[src/rtl/viterbi_chan_arbiter.sv]
// Round-robin arbiter that shares one Viterbi decode path between N_CH channels.
// One channel holds the decoder input for a whole frame. A FIFO of channel tags,
// one per granted frame, labels each decoded byte with its source channel and
// marks the last byte of each frame.
module viterbi_chan_arbiter #(
    parameter int N_CH        = 2,
    parameter int CH_W        = 1,
    parameter int FRAME_WORDS = 8,
    parameter int TAG_DEPTH   = 4
) (
    input  logic                 clk,
    input  logic                 rst,
    input  logic [N_CH-1:0]      ch_valid_i,
    input  logic [16*N_CH-1:0]   ch_data_i,
    output logic [N_CH-1:0]      ch_ready_o,
    output logic                 dec_dvalid_o,
    output logic [15:0]          dec_data_o,
    input  logic                 dec_busy_i,
    input  logic                 dec_valid_i,
    input  logic [7:0]           dec_data_i,
    output logic                 out_valid_o,
    output logic [7:0]           out_data_o,
    output logic [CH_W-1:0]      out_ch_o,
    output logic                 out_last_o,
    output logic                 idle_o,
    output logic                 err_o
);

    localparam int CNT_W = (FRAME_WORDS > 1) ? $clog2(FRAME_WORDS) : 1;
    localparam int PTR_W = (TAG_DEPTH > 1) ? $clog2(TAG_DEPTH) : 1;
    localparam logic [CNT_W-1:0] LAST_CNT = CNT_W'(FRAME_WORDS - 1);
    localparam logic [CH_W-1:0]  LAST_CH  = CH_W'(N_CH - 1);

    typedef enum logic {S_IDLE, S_BURST} state_t;

    state_t            state;
    state_t            state_next;
    logic [CH_W-1:0]   grant;
    logic [CH_W-1:0]   last_grant;
    logic [CH_W-1:0]   grant_pick;
    logic              pick_found;
    logic [CNT_W-1:0]  word_cnt;
    logic [CNT_W-1:0]  byte_cnt;
    logic [CH_W-1:0]   tag_mem [TAG_DEPTH];
    logic [PTR_W:0]    wr_ptr;
    logic [PTR_W:0]    rd_ptr;
    logic              tag_empty;
    logic              tag_full;
    logic              tag_push;
    logic              tag_pop;
    logic              xfer;
    logic              frame_done;
    logic              byte_ok;

    // Tag FIFO status: extra pointer MSB distinguishes full from empty.
    assign tag_empty = (wr_ptr == rd_ptr);
    assign tag_full  = (wr_ptr[PTR_W] != rd_ptr[PTR_W]) &&
                       (wr_ptr[PTR_W-1:0] == rd_ptr[PTR_W-1:0]);

    // Round-robin search: first valid channel after last_grant, wrapping.
    always_comb begin
        grant_pick = '0;
        pick_found = 1'b0;
        for (int i = 1; i <= N_CH; i++) begin
            for (int k = 0; k < N_CH; k++) begin
                if (!pick_found && ch_valid_i[k] &&
                    (k == (int'(last_grant) + i) % N_CH)) begin
                    grant_pick = CH_W'(k);
                    pick_found = 1'b1;
                end
            end
        end
    end

    // State register.
    always_ff @(posedge clk) begin
        if (rst) state <= S_IDLE;
        else     state <= state_next;
    end

    // Next-state logic: grant in IDLE, leave BURST on the last word of the frame.
    always_comb begin
        state_next = state;
        case (state)
            S_IDLE:  if (pick_found && !tag_full) state_next = S_BURST;
            S_BURST: if (frame_done)              state_next = S_IDLE;
            default: state_next = S_IDLE;
        endcase
    end

    // Output logic: only the granted channel sees ready, gated by decoder backpressure.
    always_comb begin
        ch_ready_o   = '0;
        dec_dvalid_o = 1'b0;
        if (state == S_BURST) begin
            for (int k = 0; k < N_CH; k++) begin
                if (grant == CH_W'(k)) begin
                    ch_ready_o[k] = ~dec_busy_i;
                    dec_dvalid_o  = ch_valid_i[k] & ~dec_busy_i;
                end
            end
        end
    end

    // Word mux from the granted channel to the decoder write port.
    always_comb begin
        dec_data_o = '0;
        for (int k = 0; k < N_CH; k++) begin
            if (grant == CH_W'(k)) dec_data_o = ch_data_i[16*k +: 16];
        end
    end

    assign xfer       = dec_dvalid_o;
    assign frame_done = xfer && (word_cnt == LAST_CNT);
    assign tag_push   = (state == S_IDLE) && pick_found && !tag_full;
    assign byte_ok    = dec_valid_i && !tag_empty;
    assign tag_pop    = byte_ok && (byte_cnt == LAST_CNT);
    assign idle_o     = (state == S_IDLE) && tag_empty;

    // Grant bookkeeping and word counting for the frame in progress.
    always_ff @(posedge clk) begin
        if (rst) begin
            grant      <= '0;
            last_grant <= LAST_CH;
            word_cnt   <= '0;
        end else begin
            if (tag_push) begin
                grant    <= grant_pick;
                word_cnt <= '0;
            end else if (xfer) begin
                word_cnt <= word_cnt + CNT_W'(1);
            end
            if (frame_done) last_grant <= grant;
        end
    end

    // Tag FIFO pointers; push and pop in one cycle leave the count unchanged.
    always_ff @(posedge clk) begin
        if (rst) begin
            wr_ptr <= '0;
            rd_ptr <= '0;
        end else begin
            if (tag_push) wr_ptr <= wr_ptr + (PTR_W+1)'(1);
            if (tag_pop)  rd_ptr <= rd_ptr + (PTR_W+1)'(1);
        end
    end

    // Tag FIFO storage.
    always_ff @(posedge clk) begin
        if (tag_push) tag_mem[wr_ptr[PTR_W-1:0]] <= grant_pick;
    end

    // Registered output tagging; orphan bytes are dropped and flagged sticky.
    always_ff @(posedge clk) begin
        if (rst) begin
            out_valid_o <= 1'b0;
            out_data_o  <= '0;
            out_ch_o    <= '0;
            out_last_o  <= 1'b0;
            err_o       <= 1'b0;
            byte_cnt    <= '0;
        end else begin
            out_valid_o <= byte_ok;
            if (byte_ok) begin
                out_data_o <= dec_data_i;
                out_ch_o   <= tag_mem[rd_ptr[PTR_W-1:0]];
                out_last_o <= (byte_cnt == LAST_CNT);
                byte_cnt   <= (byte_cnt == LAST_CNT) ? '0 : byte_cnt + CNT_W'(1);
            end
            if (dec_valid_i && tag_empty) err_o <= 1'b1;
        end
    end

endmodule

[config.mk]
export PLATFORM = sky130hd
export DESIGN_NAME = viterbi_chan_arbiter
export DESIGN_NICKNAME = d
export VERILOG_FILES = /design/src/rtl/viterbi_chan_arbiter.sv
export SDC_FILE = /design/constraint.sdc
export NUM_CORES = 1
export LEC_CHECK = 0
export ABC_CLOCK_PERIOD_IN_PS = 3800
export CAP_MARGIN = 20
export CORE_MARGIN = 8
export CORE_UTILIZATION = 43
export DETAILED_ROUTE_END_ITERATION = 6
export HOLD_SLACK_MARGIN = 0.03
export PLACE_DENSITY = 0.86
export SYNTH_ARGS = -nofsm -noshare
export SYNTH_HDL_FRONTEND = slang
export SYNTH_SLANG_ARGS = --single-unit
[constraint.sdc]
create_clock -name clk -period 3.8 [get_ports clk]
set_input_delay 0.76 -clock clk [delete_from_list [all_inputs] [get_ports clk]]
set_output_delay 0.76 -clock clk [all_outputs]
set_load 0.03 [all_outputs]
Word-level counts from Yosys, hierarchy flattened

Memory sizes are Yosys's and may differ from the RTL's. A register that Yosys moved wholly into a read port is not among the register bits.
Cells that the tools add are included.

Add/subtract/negate cells: 6
Equal/unequal tests: 7
Multiplexer cells: 19
Bitwise gates (word level): 6
Reductions and logical operators: 24

Operator list:

| cell                                         | number |
|---|---|
| logical NOT 32 bit                           | 2 |
| logical AND 1 bit                            | 16 |
| 2-to-1 mux 16 bit                            | 1 |
| 2-to-1 mux 1 bit                             | 15 |
| adder 3 x 1 -> 3 bit (second input constant) | 4 |
| == test 3 bit (second input constant)        | 2 |
| logical NOT 1 bit                            | 5 |
| == test 2 bit (first input constant)         | 2 |
| == test 3 bit                                | 1 |
| 2-to-1 mux 3 bit                             | 1 |
| adder 1 bit (second input constant)          | 2 |
| AND 1 bit                                    | 2 |
| AND 1 bit (first input constant)             | 2 |
| == test 2 bit                                | 1 |
| 2-to-1 mux 2 bit                             | 1 |
| inverter 1 bit                               | 2 |
| case mux 1 bit (2 select lines)              | 1 |
| OR reduction 2 bit                           | 1 |
| != test 1 bit                                | 1 |

Register bits after elaboration: 26
Memory bits (writable): 4
Input port bits: 46
Output and inout port bits: 32
Word-level logic and storage cells: 74
Memories: 1

Memories:

| memory  | depth | width | read ports | clocked after Yosys merged registers in | wr ports | line | RTL |
|---|---|---|---|---|---|---|---|
| tag_mem | 4     | 1     | 1          | 1                                       | 1        | 44   | `logic [CH_W-1:0] tag_mem [TAG_DEPTH];` |

Depth between registers and ports, before layout

Gate-level depths: netlist of run 1.

Depth in word-level cells: 21
Depth in mapped cells: 6
Mapped depth without buffers: 6

Worst setup path after synthesis of run 1

OpenSTA, ideal clock, no wires.

Path type: input to output
From: input dec_busy_i
To: output dec_dvalid_o
Data arrival time: 1372 ps
Path slack: 1668 ps
Stages: 2
Buffers on the path: 0
Cell sequence: nand2b_1 nor2_2

Longest elaborated chain between the ends: 4

RTL lines:

| what                 | line | RTL |
|---|---|---|
| from (decl)          | 18   | `input logic dec_busy_i,` |
| inverter 1 bit (*)   | 99   | `dec_dvalid_o = ch_valid_i[k] & ~dec_busy_i;` |
| AND 1 bit            | 99   |  |
| 2-to-1 mux 1 bit (*) | 97   | `if (grant == CH_W'(k)) begin` |
| 2-to-1 mux 1 bit (*) | 95   | `if (state == S_BURST) begin` |
| to (decl)            | 16   | `output logic dec_dvalid_o,` |

Every way passes the cells marked *; elsewhere a longest branch is shown, timed or not.

Worst setup path in the final report of run 1

Ends and elaborated chain as after synthesis.

==> results of run 1 <==
-- kinds of logic (layout without fill, tap and decap cells) --
kind of cell             Yosys count  after routing  share of synthesized area, %
AO/OA/AOI/OAI                     15             15                          7.44
flip-flops                        31             31                          41.8
adder cells (fa/ha/maj)            9              9                          7.12
buffers and inverters             12             90                          4.11
XOR/XNOR                           8              8                          4.91
AND/OR/NAND/NOR                   41             41                          11.5
multiplexers                      33             33                          23.2
-- worst max-delay path, cell delays in order --
cell             delay (ns)
clkdlybuf4s50_1        0.40
nand2b_1               0.18
nor2_2                 0.30
clkdlybuf4s50_1        0.74
-- cells in the mapped netlist --
cell        n
buf_1       2
a311o_1     1
and2_1      4
dfxtp_1    27
a31oi_1     3
edfxtp_1    4
buf_4       1
a2bb2oi_1   1
nor2_1     25
mux2_2     16
clkbuf_1    2
o21ba_2     1
xor2_1      1
inv_1       4
nand3_1     3
or3_1       1
a21boi_0    3
xnor2_1     6
a31o_1      1
nor2_2      1
a41oi_1     1
a311oi_2    1
a21oi_1     2
mux2i_1    16
nand2b_1    2
xnor2_2     1
o21ai_0     1
ha_1        9
buf_2       1
nor3_1      3
nand2_1     2
mux4_1      1
buf_6       2
-- power by group --
| part | internal (µW) | switching (µW) |
|---|---|---|
| combinational | 140 | 134 |
| clock | 146 | 116 |
| sequential | 354 | 17.4 |
| total | 640 | 267 |
-- metal layers --
layer	share of wire [%]	up-vias
met5	0	-
met4	2.0	0
met3	5.9	9
met2	51	39
met1	41	617
li1	-	672
-- sequential cells by signal, indices dropped and copies added (netlist names) --
register     flops
rd_ptr           3
out_ch_o         1
byte_cnt         3
state            1
out_last_o       1
word_cnt         3
grant            1
last_grant       1
err_o            1
out_valid_o      1
wr_ptr           3
tag_mem          4
out_data_o       8
-- area by class of cell --
class                   count  area, µm²
flip-flops and latches     31        661
repair buffers             78        778
inverters                   4       15.0
multi-input cells         106        856
clock buffers               7       86.3
fillers                   273       1140
clock inverters             1       5.00
well taps                  48       60.1
-- worst paths after layout --
check / endpoint / cells past startpoint
worst max-delay path: dec_dvalid_o / 4
worst min-delay path: byte_cnt[0] / 2
worst max register to register: out_data_o[0] / 4
worst min register to register: byte_cnt[0] / 2
-- through the flow --
step                      setup WS (ns)  instance area (µm²)
after floorplan                    1.67                 1580
after global placement            0.683                 2370
after detailed placement          0.654                 2370
after CTS                         0.649                 2460
after global routing              0.560                 2460
final                             0.655                 2460
==> flow_summary.toml, run 1 <==
[run_status]
status = "complete, no violations"

[cells_and_area]
final_nets = 281
final_cell_mix = "77 x clkdlybuf4s50_1, 27 x dfxtp_1, 25 x nor2_1, 16 x mux2i_1, 16 x mux2_2"
layout-drive-gt1-share_pct = 12.3
fin_util_pct = 68.3
finalNonFillerCells = 275
area.growth.synth_to_final_pct = 55.6
num_antenna_cells = 0
final_common_cell = "clkdlybuf4s50_1"

[worst_hold_path]
worstHoldStart = "byte_cnt[0]"
hp-class = "flop to flop"

[synthesis]
ys_types = 33
synth_area_um2 = 1580
synth.top_cell.area_share_pct = 34.2
seq_area_frac_synth_pct = 41.8
syn_nets = 204
syn_inst = 149
synth_top_area_cell = "dfxtp_1"
ys.warnings.count = 0
synth.area.top_cells = "dfxtp_1 34%, mux2_2 11%, mux2i_1 10%"
avgSynthCellArea_um2 = 10.6
synth_seq_cells = 31

[die]
die_area_um2 = 5870
die_h_um = 76.6
core_um2 = 3610
ios = 78
row_count = 22
die_w_um = 76.6
initial_utilization_pct = 43.9

[critical_path]
crit_path_start = "dec_busy_i"
worstSetupStartpointType = "primary input"
r2r-start = "rd_ptr[1]"
regToRegSetupSlack_ns = 1.74
required_ns = 3.04
critPathMaxFanout = 7
arrival_ns = 2.39
critPathKind = "primary input to output port"
critPathCaptureType = "output port"

[clocking]
clkSinkCount = 31
clockBufferDepth = 2
hold_buffers = 0
cts_resized = 0
postCtsSetupBuffers = 0
clkLatencyLatePin_ns = 0.28
cts_tree = "yes"
cts-root-buf = "clkbuf_8"
cts.clk_slew.worst_paths_ns = 0.06
numCtsBuffers = 5
htree_levels = 2

[sta]
rsz0062_at_grt = "no"
holdWs_ns = 0.480
period_needed_ns = 3.15
fin_crit_sh_pct = 82.8
fin_setup_tns_ns = 0
slew_violations = 0
hold_viol = 0
relSlewSlack_pct = 32.2
setup_viol = 0
finalClockSkew_ns = 0.0110
max_freq_mhz = 318
tightest_slew_ns = 1.01

[global_routing]
busiest_layer = "met2"
met3_usage_pct = 5.07
gr-usage-met2_pct = 24.4
grtUsageMet1_pct = 15.0
grt_pass1_vias = 1410
grt_max_degree = 29
grt_pass1_wl_um = 6790
grt_remaining_overflow = 0
antenna_found_initial = 0
grt_util_all_layers_pct = 14.0

[route]
drt-wirelength-per-cell_um = 14.6
firstDrtPassIters = 4
ant_nets = 0
drtIter0Drc = 93
wirelength_um = 4010
vias_per_cell = 4.86
route.vias.total = 1337
drc = 0

[power_and_ir_drop]
power_density_nw_per_um2 = 369
peakVddDrop_mv = 0.179
power_leakage_uw = 0.000998
power_uw = 908

[placement]
dp_hpwl_um = 3140
placed_cells = 267
routabilityCongestion = 0.721
io_buffers = 77

[flow_run]
max_cap_violations = 0
Power figures use the tool's default switching activity.
==> run 2: changes to the inputs <==
Settings changed: ABC_CLOCK_PERIOD_IN_PS 3800 to 3000, CORE_UTILIZATION 43 to 40, PLACE_DENSITY 0.86 to 0.81.
Clock period 3.8 ns to 3 ns, I/O delays scaled along.
==> run 2 against run 1 <==
Effect of this change: first-iteration DRC count fell by 31%; via count fell by 0.22%; critical path type unchanged; design area rose by 2.1%; power rose by 36%; critical endpoint unchanged; wire length rose by 0.22%; highest routed layer unchanged; worst setup slack got worse by 0.48 ns; global-route usage fell by 1.4 points.
==> flow_summary.toml, run 2 (same netlist as run 1, synthesis figures left out) <==
[critical_path]
path_cells = "clkdlybuf4s50_1 -> nand2b_1 -> nor2_2 -> clkdlybuf4s50_1"
required_ns = 2.40
cpPeakStageDelay_ns = 0.75
critPathMaxFanout = 7
arrival_ns = 2.23
worstSetupStartpointType = "primary input"
regToRegSetupSlack_ns = 1.10
slowest_stage = "clkdlybuf4s50_1"
crit_path_frequent_cell = "clkdlybuf4s50_1"
critPathKind = "primary input to output port"
cp_top_family = "buffers and inverters"
path_buf_inv = 2
critPathCaptureType = "output port"

[die]
row_count = 23
die_area_um2 = 6220
die_w_um = 78.9
core_um2 = 3910
ios = 78
die_h_um = 78.9
initial_utilization_pct = 40.4

[global_routing]
grt_max_degree = 23
grt_remaining_overflow = 0
antenna_found_initial = 0
grt_util_all_layers_pct = 12.6
grt_pass1_vias = 1341
grt_pass1_wl_um = 6330

[placement]
routabilityCongestion = 0.697
dp_hpwl_um = 3240
io_buffers = 77

[power_and_ir_drop]
power_leakage_uw = 0.00102
power_density_nw_per_um2 = 493
peakVddDrop_mv = 0.669
power_uw = 1240

[clocking]
hold_buffers = 0
clkSinkCount = 31
postCtsSetupBuffers = 0
cts-root-buf = "clkbuf_8"
cts_tree = "yes"
numCtsBuffers = 5
clkLatencyLatePin_ns = 0.28
clockBufferDepth = 2
htree_levels = 2
cts.clk_slew.worst_paths_ns = 0.07
cts_resized = 0

[sta]
period_needed_ns = 2.83
relSlewSlack_pct = 48.6
hold_viol = 0
setup_viol = 0
max_freq_mhz = 354
rsz0062_at_grt = "no"
finalClockSkew_ns = 0.00629
fin_setup_tns_ns = 0
slew_violations = 0
fin_crit_sh_pct = 94.3
tightest_slew_ns = 0.771

[cells_and_area]
regMostFlops = "out_data_o"
final_common_cell = "clkdlybuf4s50_1"
largest_register_ff_count = 8
layout-drive-gt1-share_pct = 13.9
area.growth.synth_to_final_pct = 58.9
num_antenna_cells = 0
final_cell_mix = "77 x clkdlybuf4s50_1, 27 x dfxtp_1, 25 x nor2_1, 16 x mux2i_1, 16 x mux2_2"
final_nets = 284

[route]
ant_nets = 0
firstDrtPassIters = 4
drt-wirelength-per-cell_um = 14.3
vias_per_cell = 4.76
wirelength_um = 4010
drc = 0
drtIter0Drc = 64
route.vias.total = 1334

[flow_run]
max_cap_violations = 0

[worst_hold_path]
hp-class = "flop to flop"

[run_status]
status = "complete, no violations"
[run 2: cell count changes in the layout (fill, tap and decap cells not counted), sizes merged]
cell and change:
bufinv +1, clkbuf -1, buf +3
[run 2: worst min-delay path, cell delays in order (launching register included)]
cell and delay [ns]:
dfxtp_1 0.32, mux2i_1 0.07, nor2_1 0.07
[run 2: cell type report]
cell class | instances | area (µm²)
fill | 344 | 1400
multi-input combinational | 106 | 856
timing repair buffer | 81 | 801
sequential | 31 | 661
clock buffer | 6 | 82.6
tap | 50 | 62.6
clock inverter | 2 | 35.0
inverter | 4 | 15.0
[run 2: final timing paths]
check,startpoint,end,cells after the start
setup / recovery,dec_busy_i,dec_dvalid_o,4
hold / removal,out_data_o[7],out_data_o[7],2
setup reg to reg,rd_ptr[0],out_data_o[5],4
hold reg to reg,out_data_o[7],out_data_o[7],2
[run 2: report_power, final]
group	internal, µW	switching [µW]	total, µW
sequential	449	22.1	471
combinational	182	170	352
clock	268	147	415
total	899	339	1240
[run 2: through the flow]
step	cell area [µm²]	hold WS [ns]	instances	setup WS, ns	util (%)
floorplan	1580	0.449	149	1.09	-
global placement	2390	0.458	272	0.171	61.2
detailed placement	2390	0.482	272	0.176	61.2
CTS	2510	0.495	280	0.160	64.2
global route	2510	0.516	280	0.0816	64.2
finish	2510	0.494	280	0.171	64.2
[run 2: metal layers]
metal / share of wire, % / wire (µm) / vias up / track usage [%]
met4: 0.62 / 25 / 0 / 3.89
met2: 53 / 2140 / 36 / 22.3
li1: - / - / 680 / -
met5: 0 / 0 / - / 0
met3: 6.4 / 255 / 4 / 4.51
met1: 40 / 1590 / 614 / 13.6
==> variant: new RTL, flow settings as in run 2 <==
Set the parameter `FRAME_WORDS` to 4 (it was 8).
--- a/src/rtl/viterbi_chan_arbiter.sv
+++ b/src/rtl/viterbi_chan_arbiter.sv
@@ -6,5 +6,5 @@
     parameter int N_CH        = 2,
     parameter int CH_W        = 1,
-    parameter int FRAME_WORDS = 8,
+    parameter int FRAME_WORDS = 4,
     parameter int TAG_DEPTH   = 4
 ) (
Check against the original RTL: no difference found for any inputs over 4 cycles, from zero or initial values and one cycle with rst high; that may be too few to reach the edited logic, so the function may still have changed.
==> variant against run 2 <==
Area after synthesis decreased by 7.1%; hold slack got worse by 23 ps; routed wire length decreased by 4.6%; highest routed layer unchanged; power decreased by 13%; first-iteration DRC count decreased by 16%; setup slack improved by 170 ps; largest power group unchanged; final area decreased by 5.4%; synthesized cell count decreased by 4.7%; sequential cell count decreased by 2; via count decreased by 6.1%; critical path depth unchanged.
==> variant: results <==
group,metric,value,unit
yosys,synth_adder_area_share,5.96,%
yosys,syn_nets,195,
power_and_ir_drop,ir_worst_vdd,313,uV
yosys,ys_seq_area_share,42.2,%
timing,slew_headroom,61.9,%
critical_path,max_stage_delay,690,ps
power_and_ir_drop,p_leak,0.966,nW
timing,clock_skew,2.12,ps
timing,setup_ws,340,ps
critical_path,critPathArrivalTime,2060,ps
power_and_ir_drop,pwr-share-clk,27.0,%
global_routing,grt_pass1_vias,1289,
final_layout,final.fill_count,303,
yosys,synth_compound_area_share,6.64,%
global_routing,grt_usage,13.9,%
placement,hpwlAfterDp,3.16,mm
global_routing,grt_max_degree,20,
final_layout,drive_above_1_share,12.4,%
global_routing,grt_pass1_wl,6.54,mm
yosys,ys_types,29,
placement,pre_cts_ws,341,ps
power_and_ir_drop,swShare,29.0,%
drt,drt_iter0_drc,54,
clock_network,htree_levels,2,
yosys,synth_warnings,0,
yosys,synthXorXnorAreaFrac,4.77,%
yosys,synthMuxAreaShare,23.6,%
yosys,synthTopCellsByCount,"26 x nor2_1, 25 x dfxtp_1, 16 x mux2_2, 14 x mux2i_1",
clock_network,numCtsBuffers,5,
clock_network,path_clk_slew,50,ps
power_and_ir_drop,seq_power_share,40.7,%
drt,wl_per_cell,14.0,um
drt,viasPerCell,4.59,
placement,placed_area,2300,um2
placement,gp_congestion,0.757,
status,run_status,"finished clean",
final_layout,stdcell_count,273,
yosys,avgSynthCellArea,10.3,um2
yosys,synth_area_leaders,"dfxtp_1 34%, mux2_2 12%, mux2i_1 9.5%",
==> variant: cell count changes after synthesis, sizes merged, moves of 2 or more <==
cell / before / now
dfxtp: 27 / 25
buf: 6 / 3
clkbuf: 2 / 4
ha: 9 / 7
a21boi: 3 / 1
mux2i: 16 / 14
==> variant: per-layer routing <==
metal,track usage (%),vias to the layer above,wire length [um]
li1,-,650,-
met1,13.8,585,1460
met2,26.2,13,2190
met3,3.66,5,124
met4,5.77,0,51
met5,0,-,0
==> variant: worst paths after layout <==
check	start	to	slack [ps]	cells after the start
max reg2reg	wr_ptr[1]	wr_ptr[2]	1330	5
min	err_o	err_o	470	2
max	wr_ptr[1]	idle_o	340	4
min reg2reg	err_o	err_o	470	2
==> variant: layout make-up <==
type	count	share of cell area [%]
clock buffer	8	3.37
inverter	5	0.790
multi-input combinational	101	33.2
sequential	29	26.1
tap	48	2.53
timing repair buffer	82	34.0
==> variant: tightest hold or removal path, stage by stage, from the launching register on <==
cell     delay (ps)
dfxtp_1         320
a41oi_1          40
nor2_1           70
